[src/rtl/mem_port.sv]
// mem_port: CPU-side memory access port with a programmable number of wait
// states in front of a synchronous-write / combinational-read RAM.
//
// Each request goes through IDLE -> ACCESS (WAIT_STATES+1 cycles) -> DONE
// (1 cycle). An out-of-range request goes straight from IDLE to DONE and
// raises fault.
//
// Ports
//   clock         in   system clock, rising edge
//   reset         in   synchronous, active-low reset
//   req           in   access request, sampled only in IDLE
//   cpu_address   in   [15:31] word address
//   cpu_wr_en     in   [0:3]   byte-lane write enables, all zero = read
//   cpu_wdata     in   [0:31]  write data
//   cpu_rdata     out  [0:31]  registered read data
//   ready         out  one-cycle completion pulse
//   fault         out  one-cycle out-of-range pulse, coincident with ready
//   busy          out  high whenever the FSM is not in IDLE
//   mem_address   out  [15:31] RAM address, latched value during ACCESS
//   mem_write_en  out  [0:3]   RAM byte strobes, final ACCESS cycle only
//   mem_wdata     out  [0:31]  RAM write data, latched value during ACCESS
//   mem_rdata     in   [0:31]  combinational RAM read data
//   access_count  out  [15:0]  completed non-faulting accesses (wraps)
//
// Bit numbering is ascending: bit 0 is the MSB. Byte lane i covers data
// bits [8*i : 8*i+7], so lane 0 is the most significant byte.
//
// COUNT_RESET is the value access_count takes in reset. It is 0 in normal
// use; a nonzero value lets the counter wrap be exercised quickly.
module mem_port #(
    parameter int unsigned WAIT_STATES  = 2,
    parameter int unsigned MAX_WORD_LEN = 1024,
    parameter logic [15:0] COUNT_RESET  = 16'h0000
) (
    input  logic         clock,
    input  logic         reset,
    input  logic         req,
    input  logic [15:31] cpu_address,
    input  logic [0:3]   cpu_wr_en,
    input  logic [0:31]  cpu_wdata,
    output logic [0:31]  cpu_rdata,
    output logic         ready,
    output logic         fault,
    output logic         busy,
    output logic [15:31] mem_address,
    output logic [0:3]   mem_write_en,
    output logic [0:31]  mem_wdata,
    input  logic [0:31]  mem_rdata,
    output logic [15:0]  access_count
);

    localparam logic [3:0]  WAIT_INIT  = 4'(WAIT_STATES);
    localparam logic [16:0] ADDR_LIMIT = 17'(MAX_WORD_LEN);

    typedef enum logic [1:0] {
        S_IDLE   = 2'd0,
        S_ACCESS = 2'd1,
        S_DONE   = 2'd2
    } state_t;

    state_t        state_q, state_d;
    logic [15:31]  addr_q, addr_d;
    logic [0:3]    wen_q, wen_d;
    logic [0:31]   wdata_q, wdata_d;
    logic [3:0]    wait_q, wait_d;
    logic [0:31]   cpu_rdata_q, cpu_rdata_d;
    logic          ready_q, ready_d;
    logic          fault_q, fault_d;
    logic          busy_q, busy_d;
    logic [15:31]  mem_address_q, mem_address_d;
    logic [0:3]    mem_write_en_q, mem_write_en_d;
    logic [0:31]   mem_wdata_q, mem_wdata_d;
    logic [15:0]   access_count_q, access_count_d;
    logic          out_of_range;

    assign out_of_range = (cpu_address >= ADDR_LIMIT);

    always_comb begin
        state_d        = state_q;
        addr_d         = addr_q;
        wen_d          = wen_q;
        wdata_d        = wdata_q;
        wait_d         = wait_q;
        cpu_rdata_d    = cpu_rdata_q;
        access_count_d = access_count_q;
        fault_d        = 1'b0;

        case (state_q)
            S_IDLE: begin
                if (req) begin
                    addr_d  = cpu_address;
                    wen_d   = cpu_wr_en;
                    wdata_d = cpu_wdata;
                    wait_d  = WAIT_INIT;
                    if (out_of_range) begin
                        state_d     = S_DONE;
                        fault_d     = 1'b1;
                        cpu_rdata_d = '0;
                    end else begin
                        state_d = S_ACCESS;
                    end
                end
            end
            S_ACCESS: begin
                if (wait_q == 4'd0) begin
                    // This edge ends the final ACCESS cycle: the RAM read
                    // data is valid now, and the write strobe has just been
                    // issued.
                    state_d        = S_DONE;
                    access_count_d = access_count_q + 16'd1;
                    if (wen_q == 4'b0000) begin
                        cpu_rdata_d = mem_rdata;
                    end
                end else begin
                    wait_d = wait_q - 4'd1;
                end
            end
            S_DONE: begin
                state_d = S_IDLE;
            end
            default: begin
                state_d = S_IDLE;
            end
        endcase

        // All outputs are registered, so they are derived from next state.
        ready_d        = (state_d == S_DONE);
        busy_d         = (state_d != S_IDLE);
        mem_address_d  = (state_d == S_ACCESS) ? addr_d  : '0;
        mem_wdata_d    = (state_d == S_ACCESS) ? wdata_d : '0;
        mem_write_en_d = (state_d == S_ACCESS && wait_d == 4'd0) ? wen_d : 4'b0000;
    end

    always_ff @(posedge clock) begin
        if (!reset) begin
            state_q        <= S_IDLE;
            addr_q         <= '0;
            wen_q          <= '0;
            wdata_q        <= '0;
            wait_q         <= '0;
            cpu_rdata_q    <= '0;
            ready_q        <= 1'b0;
            fault_q        <= 1'b0;
            busy_q         <= 1'b0;
            mem_address_q  <= '0;
            mem_write_en_q <= '0;
            mem_wdata_q    <= '0;
            access_count_q <= COUNT_RESET;
        end else begin
            state_q        <= state_d;
            addr_q         <= addr_d;
            wen_q          <= wen_d;
            wdata_q        <= wdata_d;
            wait_q         <= wait_d;
            cpu_rdata_q    <= cpu_rdata_d;
            ready_q        <= ready_d;
            fault_q        <= fault_d;
            busy_q         <= busy_d;
            mem_address_q  <= mem_address_d;
            mem_write_en_q <= mem_write_en_d;
            mem_wdata_q    <= mem_wdata_d;
            access_count_q <= access_count_d;
        end
    end

    assign cpu_rdata    = cpu_rdata_q;
    assign ready        = ready_q;
    assign fault        = fault_q;
    assign busy         = busy_q;
    assign mem_address  = mem_address_q;
    assign mem_wdata    = mem_wdata_q;
    assign access_count = access_count_q;
    // Reset pulled low during the final ACCESS cycle must also suppress the
    // strobe already on the bus, so the write never lands in the RAM.
    assign mem_write_en = reset ? mem_write_en_q : 4'b0000;

endmodule

[config.mk]
export PLATFORM = sky130hd
export DESIGN_NAME = mem_port
export DESIGN_NICKNAME = d
export VERILOG_FILES = /design/src/rtl/mem_port.sv
export SDC_FILE = /design/constraint.sdc
export NUM_CORES = 1
export LEC_CHECK = 0
export CAP_MARGIN = 15
export CORE_ASPECT_RATIO = 0.8
export CORE_MARGIN = 2
export CORE_UTILIZATION = 49
export CTS_CLUSTER_SIZE = 14
export DETAILED_ROUTE_END_ITERATION = 16
export GPL_TIMING_DRIVEN = 0
export PLACE_DENSITY = 0.94
export SYNTH_ARGS = -nofsm -noshare
export SYNTH_HDL_FRONTEND = slang
export SYNTH_SLANG_ARGS = --single-unit
export TNS_END_PERCENT = 100
[constraint.sdc]
create_clock -name clock -period 3.1 [get_ports clock]
set_clock_uncertainty 0.05 [all_clocks]
set_input_delay 0.62 -clock clock [delete_from_list [all_inputs] [get_ports clock]]
set_output_delay 0.62 -clock clock [all_outputs]
set_load 0.1 [all_outputs]
==> out/results.ini <==
[logic_synthesis]
async_flop_share_pct = 0
syn_avg_cell_area_sq_um = 9.96
syn-cell-area_sq_um = 5660
ys_seq_area_share_pct = 57.7
synth_common_cells = dfxtp_1 (163), nor2_1 (119), mux2i_1 (90)
synth.largest_area_cell = dfxtp_1
ys_types = 42
ys_top_cells_by_area = dfxtp_1 (58%), mux2i_1 (16%), nor2_1 (7.9%), nand2_1 (4.9%), clkbuf_1 (1.3%)
synth_seq_cells = 163
synth_warnings = 0
yosysTopAreaCellShare_pct = 57.7
ys.flop_type = dfxtp_1
synth_fp_nets = 658
synth_most_common_cell = dfxtp_1
synth_edf_count = 0
syn-instance-count = 568

[die]
fp.coreArea_sq_um = 11400
die_width_microns = 124
ioPinCount = 192
rows = 35
start_util_pct = 49.7
die-area_sq_um = 12400
die_y_microns = 100

[critical_path]
worstPathArrival_ns = 2.14
start_kind = input pin
slowest_stage = clkdlybuf4s50_1
slowest_delay_ns = 0.53
cp_data_required_time_ns = 2.43
r2r_end = mem_address[22]$_SDFF_PN0_
r2r_cells = 7
crit_chain = clkdlybuf4s50_1 -> clkbuf_2 -> and2_1 -> buf_2
rrSetupSlack_ns = 0.43
r2r-start = wait_q[0]$_SDFF_PN0_
critical_path.max_fanout = 19
end_kind = primary output
worst-setup-path-type = in2out

[run_status]
status = completed

[sta]
finalWorstSetupSlack_ns = 0.294
worst_pin_slew_ns = 1.02
setup-tns-final_ns = 0
fin_crit_ns = 2.81
timing.final.crit_share_pct = 90.5
drv_slew = 0
max_freq_mhz = 356
slew_headroom_pct = 31.9
final-setup-viol-count = 0
finalHoldViolCount = 0
rsz0062_at_grt = false

[global_routing]
grt_pass1_vias = 4934
grt_pass1_wl_mm = 23.1
track_usage_pct = 23.9
grt_max_degree = 17
antenna_found_initial = 0
grt_overflow = 0

[clocking]
root_buffer = clkbuf_16
clock_path_buffers = 2
clkTransAtPathRegs_ns = 0.06
cts_tree = built
clk_latency_ns = 0.40
postCtsHoldBufs = 0
cts_sinks = 163
htreeDepth = 4
cts_buffers = 17

[pwr]
comb_power_share_pct = 7.5
switching_share_pct = 21.3
p_int_mw = 3.74
power.total_mw = 4.75
clkPwrFrac_pct = 47.1
p_seq_share_pct = 45.4
p_per_area_nw_per_um2 = 567
p_leak_nw = 3.27
switching_power_mw = 1.01
ir_worst_vdd_v = 0.000472

[hold_path]
hp-class = reg2reg
min_to = cpu_rdata[26]$_SDFFE_PN0P_
min_from = cpu_rdata[26]$_SDFFE_PN0P_
min_path_cells = 2

[placed_design]
place_inst = 907
portBuffers = 191
place_hpwl_mm = 10.7
placed_cell_area_sq_um = 7750
gp_congestion = 0.840
dpl_worst_slack_ns = -0.869

[final_layout]
multi_input_area_sq_um = 2210
nets = 867
final_cells = 937
syn_to_final_growth_pct = 48.1
fillCellCount = 769
drive_above_1_share_pct = 7.35
ff_latch_area_sq_um = 3260
diodes = 0
postLayoutCellArea_sq_um = 8380

[route]
avgRoutedWirePerCell_microns = 15.5
wl_mm = 14.5
vias = 4731
avgViaCountPerCell = 5.05
drc = 0
ant_nets = 0
drtPass1Iterations = 4
drt-initial-drc-count = 238

[job]
max-cap-violations = 0

## critical path: cells and delay by family
family                 cells  cell delay (ns)
buffers and inverters      3             1.33
and+or+nand+nor            1             0.18
## cell families after synthesis
| kind of cell | share of synthesized area [%] |
|---|---|
| multiplexers | 15.9 |
| buffers and inverters | 3.21 |
| AO/OA/AOI/OAI | 2.79 |
| adder cells (fa/ha/maj) | 0.442 |
| XOR/XNOR | 0.929 |
| flip-flops | 57.7 |
| AND/OR/NAND/NOR | 19.0 |
## per-stage QoR
stage | utilization, % | hold slack (ns)
floorplan | - | 0.406
global placement | 68.1 | 0.393
detailed placement | 68.1 | 0.400
CTS | 73.6 | 0.410
global route | 73.6 | 0.431
finish | 73.6 | 0.407
## flip-flops by register name, summed over array words and instances (netlist names)
signal and flops:
ready 1, addr_q 17, wdata_q 32, mem_write_en_q 4
state_q 2, mem_address 17, wen_q 4, cpu_rdata 32
mem_wdata 32, busy 1, fault 1, access_count 16
wait_q 4
## how the worst max path moves through the flow
stage                                     from                          to  slack [ns]  depth (start not counted)
after global placement                   reset             mem_write_en[0]       -0.83                          5
after CTS                                reset             mem_write_en[0]        0.03                          5
final                                    reset             mem_write_en[0]        0.29                          4
after detailed placement                 reset             mem_write_en[2]       -0.87                          5
after global routing      wait_q[0]$_SDFF_PN0_  mem_address[17]$_SDFF_PN0_        0.21                          7
after floorplan                          reset             mem_write_en[0]        0.51                          3
## layer usage
metal | vias to the layer above | share of wire, % | track usage [%]
li1 | 2286 | - | -
met4 | 0 | 1.9 | 8.21
met5 | - | 0 | 0
met2 | 170 | 51 | 41.3
met3 | 28 | 7.7 | 8.41
met1 | 2247 | 40 | 27.3
## power by group through the flow
stage / clock (mW) / sequential (mW) / combinational, mW
5_1_grt: 2.37 / 2.16 / 0.382
2_1_floorplan: 0 / 2.22 / 0.173
6_report: 2.24 / 2.16 / 0.355
3_3_place_gp: 0 / 2.20 / 0.339
3_5_place_dp: 0 / 2.20 / 0.353
4_1_cts: 2.27 / 2.16 / 0.356
## layout make-up
cell class,instances,area share (%)
buffer,31,1.82
inverter,7,0.314
tap,148,2.21
timing repair buffer,191,22.7
multi-input combinational,366,26.4
sequential,163,38.9
clock inverter,11,2.08
clock buffer,20,5.57
## placed cells by master, fill, tap and decap left out, types with 5 or more instances in the layout
cell type        count
a21oi_1              9
and2_1               5
buf_2                7
buf_4                6
clkbuf_1            18
clkbuf_16           17
clkdlybuf4s50_1    187
dfxtp_1            163
inv_1                6
mux2i_1             90
nand2_1             74
nand2b_1             6
nand3_1              5
nor2_1             119
nor3_1               5
o21ai_0              7
or3_1                5
## repair_timing
item,4_1_cts,5_1_grt
setup endpoints to repair,4,1
setup buffers,0,0
gates resized for setup,24,0
Note: power is estimated with default switching activity, not from simulation.
